--- src/rtl/fsmc_slave_scheduler_if.sv ---
// Bus bundle between the FSMC protocol front end and the slave scheduler.
// slave: scheduler side (host strobes and slave returns in); master: driver side.
interface fsmc_slave_scheduler_if #(
    parameter int DATA_WIDTH = 16,
    parameter int NUM_SLAVES = 4
);
    logic [NUM_SLAVES-1:0]            cs;
    logic                             addr_en;
    logic                             rd_en;
    logic                             wr_en;
    logic [DATA_WIDTH-1:0]            bus_data;
    logic [DATA_WIDTH-1:0]            bus_rdata;
    logic [DATA_WIDTH-1:0]            s_addr;
    logic [DATA_WIDTH-1:0]            s_wdata;
    logic [NUM_SLAVES-1:0]            s_wr;
    logic [NUM_SLAVES-1:0]            s_rd_req;
    logic [NUM_SLAVES-1:0]            s_rd_ack;
    logic [NUM_SLAVES*DATA_WIDTH-1:0] s_rd_data;
    logic                             busy;
    logic                             err;
    logic [7:0]                       err_cnt;

    modport slave (
        input  cs, addr_en, rd_en, wr_en, bus_data, s_rd_ack, s_rd_data,
        output bus_rdata, s_addr, s_wdata, s_wr, s_rd_req, busy, err, err_cnt
    );

    modport master (
        output cs, addr_en, rd_en, wr_en, bus_data, s_rd_ack, s_rd_data,
        input  bus_rdata, s_addr, s_wdata, s_wr, s_rd_req, busy, err, err_cnt
    );
endinterface

--- src/rtl/fsmc_slave_scheduler.sv ---
// Transaction scheduler: FSMC strobes -> one-hot slave writes / read handshake.
// Ports: clk, reset_n (async, active low), bus (slave modport: cs/addr_en/rd_en/
// wr_en/bus_data in, s_* slave side, bus_rdata return, busy/err/err_cnt status).
module fsmc_slave_scheduler #(
    parameter int                    DATA_WIDTH     = 16,
    parameter int                    NUM_SLAVES     = 4,
    parameter int                    SEL_WIDTH      = 2,
    parameter int                    TIMEOUT_CYCLES = 8,
    parameter logic [DATA_WIDTH-1:0] DEFAULT_RDATA  = 16'hDEAD
) (
    input  logic                  clk,
    input  logic                  reset_n,
    fsmc_slave_scheduler_if.slave bus
);
    localparam logic [1:0] IDLE      = 2'd0;
    localparam logic [1:0] ADDR      = 2'd1;
    localparam logic [1:0] READ_REQ  = 2'd2;
    localparam logic [1:0] READ_HOLD = 2'd3;
    localparam int         TW        = $clog2(TIMEOUT_CYCLES + 1);

    logic [1:0]            state_q, state_d;
    logic [SEL_WIDTH-1:0]  sel_q, sel_d, cs_idx;
    logic [DATA_WIDTH-1:0] addr_q, addr_d;
    logic [DATA_WIDTH-1:0] wdata_q, wdata_d;
    logic [DATA_WIDTH-1:0] rdata_q, rdata_d;
    logic [NUM_SLAVES-1:0] wr_q, wr_d;
    logic [NUM_SLAVES-1:0] req_q, req_d;
    logic [NUM_SLAVES-1:0] sel_mask;
    logic [TW-1:0]         timer_q, timer_d;
    logic                  err_q, err_d;
    logic [7:0]            err_cnt_q, err_cnt_d;
    logic                  addr_en_q;
    logic                  addr_fall;
    logic                  cs_onehot;

    assign addr_fall = addr_en_q && !bus.addr_en;
    assign cs_onehot = ($countones(bus.cs) == 1);
    assign sel_mask  = NUM_SLAVES'(1) << sel_q;

    always_comb begin
        cs_idx = '0;
        for (int i = 0; i < NUM_SLAVES; i++) begin
            if (bus.cs[i]) cs_idx = SEL_WIDTH'(i);
        end
    end

    always_comb begin
        state_d = state_q;
        sel_d   = sel_q;
        addr_d  = addr_q;
        wdata_d = wdata_q;
        rdata_d = rdata_q;
        wr_d    = '0;
        req_d   = req_q;
        timer_d = timer_q;
        err_d   = 1'b0;
        // A new address phase always wins and silently drops the old transaction.
        if (addr_fall) begin
            req_d = '0;
            if (cs_onehot) begin
                addr_d  = bus.bus_data;
                sel_d   = cs_idx;
                state_d = ADDR;
            end else begin
                err_d   = 1'b1;
                state_d = IDLE;
            end
        end else begin
            case (state_q)
                ADDR: begin
                    // rd_en first: the front end drops cs together with rd_en.
                    if (bus.rd_en) begin
                        wdata_d = bus.bus_data;
                        wr_d    = sel_mask;
                        state_d = IDLE;
                    end else if (bus.wr_en) begin
                        req_d   = sel_mask;
                        timer_d = '0;
                        state_d = READ_REQ;
                    end else if (bus.cs == '0) begin
                        state_d = IDLE;
                    end
                end
                READ_REQ: begin
                    timer_d = timer_q + TW'(1);
                    if (bus.s_rd_ack[sel_q]) begin
                        rdata_d = bus.s_rd_data[int'(sel_q)*DATA_WIDTH +: DATA_WIDTH];
                        req_d   = '0;
                        state_d = READ_HOLD;
                    end else if (timer_q == TW'(TIMEOUT_CYCLES - 1)) begin
                        rdata_d = DEFAULT_RDATA;
                        err_d   = 1'b1;
                        req_d   = '0;
                        state_d = READ_HOLD;
                    end else if (!bus.wr_en) begin
                        err_d   = 1'b1;
                        req_d   = '0;
                        state_d = IDLE;
                    end
                end
                READ_HOLD: begin
                    if (!bus.wr_en) state_d = IDLE;
                end
                default: state_d = IDLE;
            endcase
        end
        err_cnt_d = err_cnt_q;
        if (err_d && err_cnt_q != 8'hFF) err_cnt_d = err_cnt_q + 8'd1;
    end

    always_ff @(posedge clk or negedge reset_n) begin
        if (!reset_n) begin
            state_q   <= IDLE;
            sel_q     <= '0;
            addr_q    <= '0;
            wdata_q   <= '0;
            rdata_q   <= DEFAULT_RDATA;
            wr_q      <= '0;
            req_q     <= '0;
            timer_q   <= '0;
            err_q     <= 1'b0;
            err_cnt_q <= '0;
            addr_en_q <= 1'b0;
        end else begin
            state_q   <= state_d;
            sel_q     <= sel_d;
            addr_q    <= addr_d;
            wdata_q   <= wdata_d;
            rdata_q   <= rdata_d;
            wr_q      <= wr_d;
            req_q     <= req_d;
            timer_q   <= timer_d;
            err_q     <= err_d;
            err_cnt_q <= err_cnt_d;
            addr_en_q <= bus.addr_en;
        end
    end

    assign bus.s_addr    = addr_q;
    assign bus.s_wdata   = wdata_q;
    assign bus.bus_rdata = rdata_q;
    assign bus.s_wr      = wr_q;
    assign bus.s_rd_req  = req_q;
    assign bus.err       = err_q;
    assign bus.err_cnt   = err_cnt_q;
    assign bus.busy      = (state_q != IDLE);
endmodule

--- src/flat_wrapper.sv ---
// flat-port wrapper written by rule: the top's interface ports become plain ports
module fsmc_slave_scheduler_flat 
#(
    parameter int                    DATA_WIDTH     = 16,
    parameter int                    NUM_SLAVES     = 4,
    parameter int                    SEL_WIDTH      = 2,
    parameter int                    TIMEOUT_CYCLES = 8,
    parameter logic [DATA_WIDTH-1:0] DEFAULT_RDATA  = 16'hDEAD
)
  (clk, reset_n, bus_cs, bus_addr_en, bus_rd_en, bus_wr_en, bus_bus_data, bus_s_rd_ack, bus_s_rd_data, bus_bus_rdata, bus_s_addr, bus_s_wdata, bus_s_wr, bus_s_rd_req, bus_busy, bus_err, bus_err_cnt);
  fsmc_slave_scheduler_if #(.DATA_WIDTH(DATA_WIDTH), .NUM_SLAVES(NUM_SLAVES)) bus_i ();
  input  logic clk;
  input  logic reset_n;
  input wire logic [$bits(bus_i.cs)-1:0] bus_cs;
  input wire logic [$bits(bus_i.addr_en)-1:0] bus_addr_en;
  input wire logic [$bits(bus_i.rd_en)-1:0] bus_rd_en;
  input wire logic [$bits(bus_i.wr_en)-1:0] bus_wr_en;
  input wire logic [$bits(bus_i.bus_data)-1:0] bus_bus_data;
  input wire logic [$bits(bus_i.s_rd_ack)-1:0] bus_s_rd_ack;
  input wire logic [$bits(bus_i.s_rd_data)-1:0] bus_s_rd_data;
  output wire logic [$bits(bus_i.bus_rdata)-1:0] bus_bus_rdata;
  output wire logic [$bits(bus_i.s_addr)-1:0] bus_s_addr;
  output wire logic [$bits(bus_i.s_wdata)-1:0] bus_s_wdata;
  output wire logic [$bits(bus_i.s_wr)-1:0] bus_s_wr;
  output wire logic [$bits(bus_i.s_rd_req)-1:0] bus_s_rd_req;
  output wire logic [$bits(bus_i.busy)-1:0] bus_busy;
  output wire logic [$bits(bus_i.err)-1:0] bus_err;
  output wire logic [$bits(bus_i.err_cnt)-1:0] bus_err_cnt;
  assign bus_i.cs = bus_cs;
  assign bus_i.addr_en = bus_addr_en;
  assign bus_i.rd_en = bus_rd_en;
  assign bus_i.wr_en = bus_wr_en;
  assign bus_i.bus_data = bus_bus_data;
  assign bus_i.s_rd_ack = bus_s_rd_ack;
  assign bus_i.s_rd_data = bus_s_rd_data;
  assign bus_bus_rdata = bus_i.bus_rdata;
  assign bus_s_addr = bus_i.s_addr;
  assign bus_s_wdata = bus_i.s_wdata;
  assign bus_s_wr = bus_i.s_wr;
  assign bus_s_rd_req = bus_i.s_rd_req;
  assign bus_busy = bus_i.busy;
  assign bus_err = bus_i.err;
  assign bus_err_cnt = bus_i.err_cnt;
  fsmc_slave_scheduler #(.DATA_WIDTH(DATA_WIDTH), .NUM_SLAVES(NUM_SLAVES), .SEL_WIDTH(SEL_WIDTH), .TIMEOUT_CYCLES(TIMEOUT_CYCLES), .DEFAULT_RDATA(DEFAULT_RDATA)) u_core (.clk(clk), .reset_n(reset_n), .bus(bus_i));
endmodule
--- config.mk ---
export PLATFORM = sky130hd
export DESIGN_NAME = fsmc_slave_scheduler_flat
export DESIGN_NICKNAME = d
export VERILOG_FILES = /design/src/rtl/fsmc_slave_scheduler_if.sv /design/src/rtl/fsmc_slave_scheduler.sv /design/src/flat_wrapper.sv
export SDC_FILE = /design/constraint.sdc
export NUM_CORES = 1
export LEC_CHECK = 0
export ABC_AREA = 1
export CELL_PAD_IN_SITES_DETAIL_PLACEMENT = 0
export CELL_PAD_IN_SITES_GLOBAL_PLACEMENT = 1
export CORE_MARGIN = 10
export CORE_UTILIZATION = 45
export DETAILED_ROUTE_END_ITERATION = 8
export DONT_BUFFER_PORTS = 1
export PLACE_DENSITY_LB_ADDON = 0.1
export SYNTH_ARGS = -nofsm -noshare
export SYNTH_HDL_FRONTEND = slang
export SYNTH_SLANG_ARGS = --single-unit
--- constraint.sdc ---
create_clock -name clk -period 2.2 [get_ports clk]
set_input_delay 0.44 -clock clk [delete_from_list [all_inputs] [get_ports clk]]
set_output_delay 0.44 -clock clk [all_outputs]
set_load 0.02 [all_outputs]
==> results.ini <==
[power]
power_switching_mw = 2.15
p_total_mw = 4.78
p_leak_nw = 2.18
peakVddDrop_mv = 0.602
p_clk_frac = 0.197
pwr-share-comb = 0.282
power_density_nw_per_um2 = 1120
swShare = 0.451
seqPwrFrac = 0.521
internal-power_mw = 2.63

[grt]
grt_pass1_wl_mm = 16.9
grt_max_degree = 75
gr-total-overflow = 0
grt_use_total = 0.164
antenna_found_initial = 0
grt_pass1_vias = 3169

[logic_synthesis]
postSynthRegisterBits = 74
synth_area_um2 = 3940
postSynth.asyncResetShare = 1.00
syn_avg_cell_area_um2 = 8.06
synth_most_common_cell = nand2_1
synth.distinct_cells = 39
synth_top_area_cell = dfrtp_1
synthTopCellsByArea = dfrtp_1 40%, nand2_1 19%, dfstp_2 7.3%, o21ai_0 5.3%, ha_1 3.8%
synth-edff-count = 0
synthMuxAreaShare = 0
yosysWarnings = 0
yosys-top-cells-count = 198 x nand2_1, 63 x dfrtp_1, 42 x o21ai_0, 36 x inv_1, 19 x nor2_1
synth_compound_area_frac = 0.0752
syn_inst = 489
synth_xor_area_frac = 0.0111
yosysSeqAreaShare = 0.473
synthAdderAreaFrac = 0.0432
yosys.area_share.simple = 0.329
synth_top_flop_cell = dfrtp_1
synth_fp_nets = 595
synth_top_area_share = 0.400
synth_top_family_by_area = simple AND/OR/NAND/NOR gates

[detailed_routing]
drc = 0
ant_nets = 0
drtIter0Drc = 142
wl_per_cell_um = 17.5
viasPerCell = 5.07
wirelength_mm = 10.6
vias = 3077
drtPass1Iterations = 4

[clock_tree]
numCtsBuffers = 9
post_cts_buffers = 0
holdBufCountCts = 2
cts_tree = built
cts_resized = 0
worstSkewPairLatency_ps = 360
clk_pin_slew_ps = 80
cts_root_buf = clkbuf_8
cts.htree.levels = 3
cts_num_sinks = 74
clock_path_buffers = 2

[floorplan]
rows = 34
die_area_um2 = 12900
die_h_um = 114
boundaryPins = 159
die_x_um = 114
core_area_um2 = 8640
start_util = 0.456

[setup_path]
critPathBufInv = 2
critPathLaunchType = input port
crit_type = input port to register
cp.required_ps = 2490
crit_arrival_ps = 2180
path_delay_family = adder cells
crit_slowest_cell = fa_1
crit_path_end_kind = register
path_cells = inv_1 > ha_1 > ha_1 > fa_1 > nor3b_1 > nand2_2 > buf_12 > nand3_4 > nand2_1 > nand2_1
slowest_delay_ps = 430
crit_fanout = 16

[sta]
slew_viol_final = 0
period_share = 0.858
fin_ws_ps = 312
worst_pin_slew_ps = 513
hold_viol = 0
finalSetupViolations = 0
rsz0062_at_grt = no
post-route-min-period_ps = 1890
slew_headroom = 0.658
fin_worst_skew_ps = 11.5
max_freq_mhz = 530

[finish]
diodes = 0
syn_to_final_growth_pct = 8.03
nets = 601
drive_gt1_frac = 0.146

[placement]
pre_cts_ws_ps = -53.9
portBuffers = 0
dp_hpwl_mm = 8.05
gp_congestion = 0.774

[min_path]
holdCritPathClass = input port to register

[run_status]
status = finished clean

[job]
maxCapViolations = 0

-- cells in the final DEF, fill, tap and decap left out, drive strengths merged --
cell type      n
a211oi         1
a21oi          6
a22oi          1
a31o           1
buf           11
clkbuf        10
clkinv         5
clkinvlp       1
dfrtp         63
dfstp         11
dlygate4sd3    1
fa             1
ha            12
inv           40
nand2        216
nand3         23
nand3b         1
nand4         10
nor2          23
nor3           6
nor3b          1
o21ai         47
o31ai          1
or2            2
xnor2          1
xor2           4
-- logic make-up (layout without fill, tap and decap cells) --
| family | after synthesis | in the layout |
|---|---|---|
| flip-flops | 74 | 74 |
| AO/OA/AOI/OAI | 57 | 57 |
| adder cells (fa/ha/maj) | 13 | 13 |
| AND/OR/NAND/NOR | 282 | 282 |
| XOR/XNOR | 5 | 5 |
| buffers and inverters | 58 | 68 |
-- flip-flops by register name (all words and copies together), names as in the netlist --
register / flops
u_core.bus.s_addr: 16
u_core.bus.s_rd_req: 4
u_core.bus.err: 1
u_core.bus.s_wdata: 16
u_core.timer_q: 4
u_core.bus.err_cnt: 8
u_core.sel_q: 2
u_core.bus.bus_rdata: 16
u_core.bus.s_wr: 4
u_core.state_q: 2
u_core.addr_en_q: 1
-- layout make-up --
type | count | area (um^2)
repair buffers | 12 | 125
inverters | 41 | 156
flip-flops and latches | 74 | 1870
well taps | 108 | 135
multi-input cells | 357 | 1810
clock buffers | 10 | 138
clock inverters | 5 | 31.3
fillers | 882 | 4380
-- worst reg2reg max path: stages, from the launching register on --
cell	delay, ps
dfrtp_1	670
nand3_1	210
nand2_4	140
nor2_8	50
nand2_4	60
nand3_4	140
inv_2	290
nand2_1	80
nand2_1	70
-- power by group through the flow --
stage	logic, mW	registers [mW]	clock network, mW
floorplan	1.17	2.32	0
global placement	1.31	2.53	0
detailed placement	1.36	2.52	0
CTS	1.39	2.51	0.971
global route	1.60	2.56	1.03
finish	1.35	2.49	0.941
-- per-layer routing --
layer	routed length, um	vias to the layer above	track usage
met5	0	-	0
met4	242	0	0.0702
met3	1330	19	0.0787
met2	5020	122	0.268
met1	4060	1386	0.177
li1	-	1550	-
-- worst paths after layout --
kind	from	to	slack (ps)	cells past startpoint
setup / recovery	bus_cs[2]	u_core.bus.err_cnt[6]$_DFFE_PN0P_	310	10
hold / removal	bus_addr_en	u_core.addr_en_q$_DFF_PN0_	110	0
setup reg to reg	u_core.sel_q[0]$_DFFE_PN0P_	u_core.bus.bus_rdata[0]$_DFFE_PN1P_	410	8
hold reg to reg	u_core.bus.bus_rdata[9]$_DFFE_PN1P_	u_core.bus.bus_rdata[9]$_DFFE_PN1P_	530	2
max in group asynchronous	reset_n	u_core.bus.bus_rdata[14]$_DFFE_PN1P_	1220	2
min in group asynchronous	reset_n	u_core.bus.err_cnt[2]$_DFFE_PN0P_	670	2
-- stage by stage --
| step | instance area (um^2) | util | setup TNS [ps] | hold slack, ps | cells |
|---|---|---|---|---|---|
| after floorplan | 3940 | - | 0 | 144 | 489 |
| after global placement | 4050 | 0.469 | -739 | 147 | 590 |
| after detailed placement | 4050 | 0.469 | -828 | 147 | 590 |
| after CTS | 4260 | 0.493 | 0 | 97.1 | 607 |
| after global routing | 4260 | 0.493 | 0 | 89.8 | 607 |
| final | 4260 | 0.493 | 0 | 110 | 607 |
Note: power is estimated with default switching activity, not from simulation.
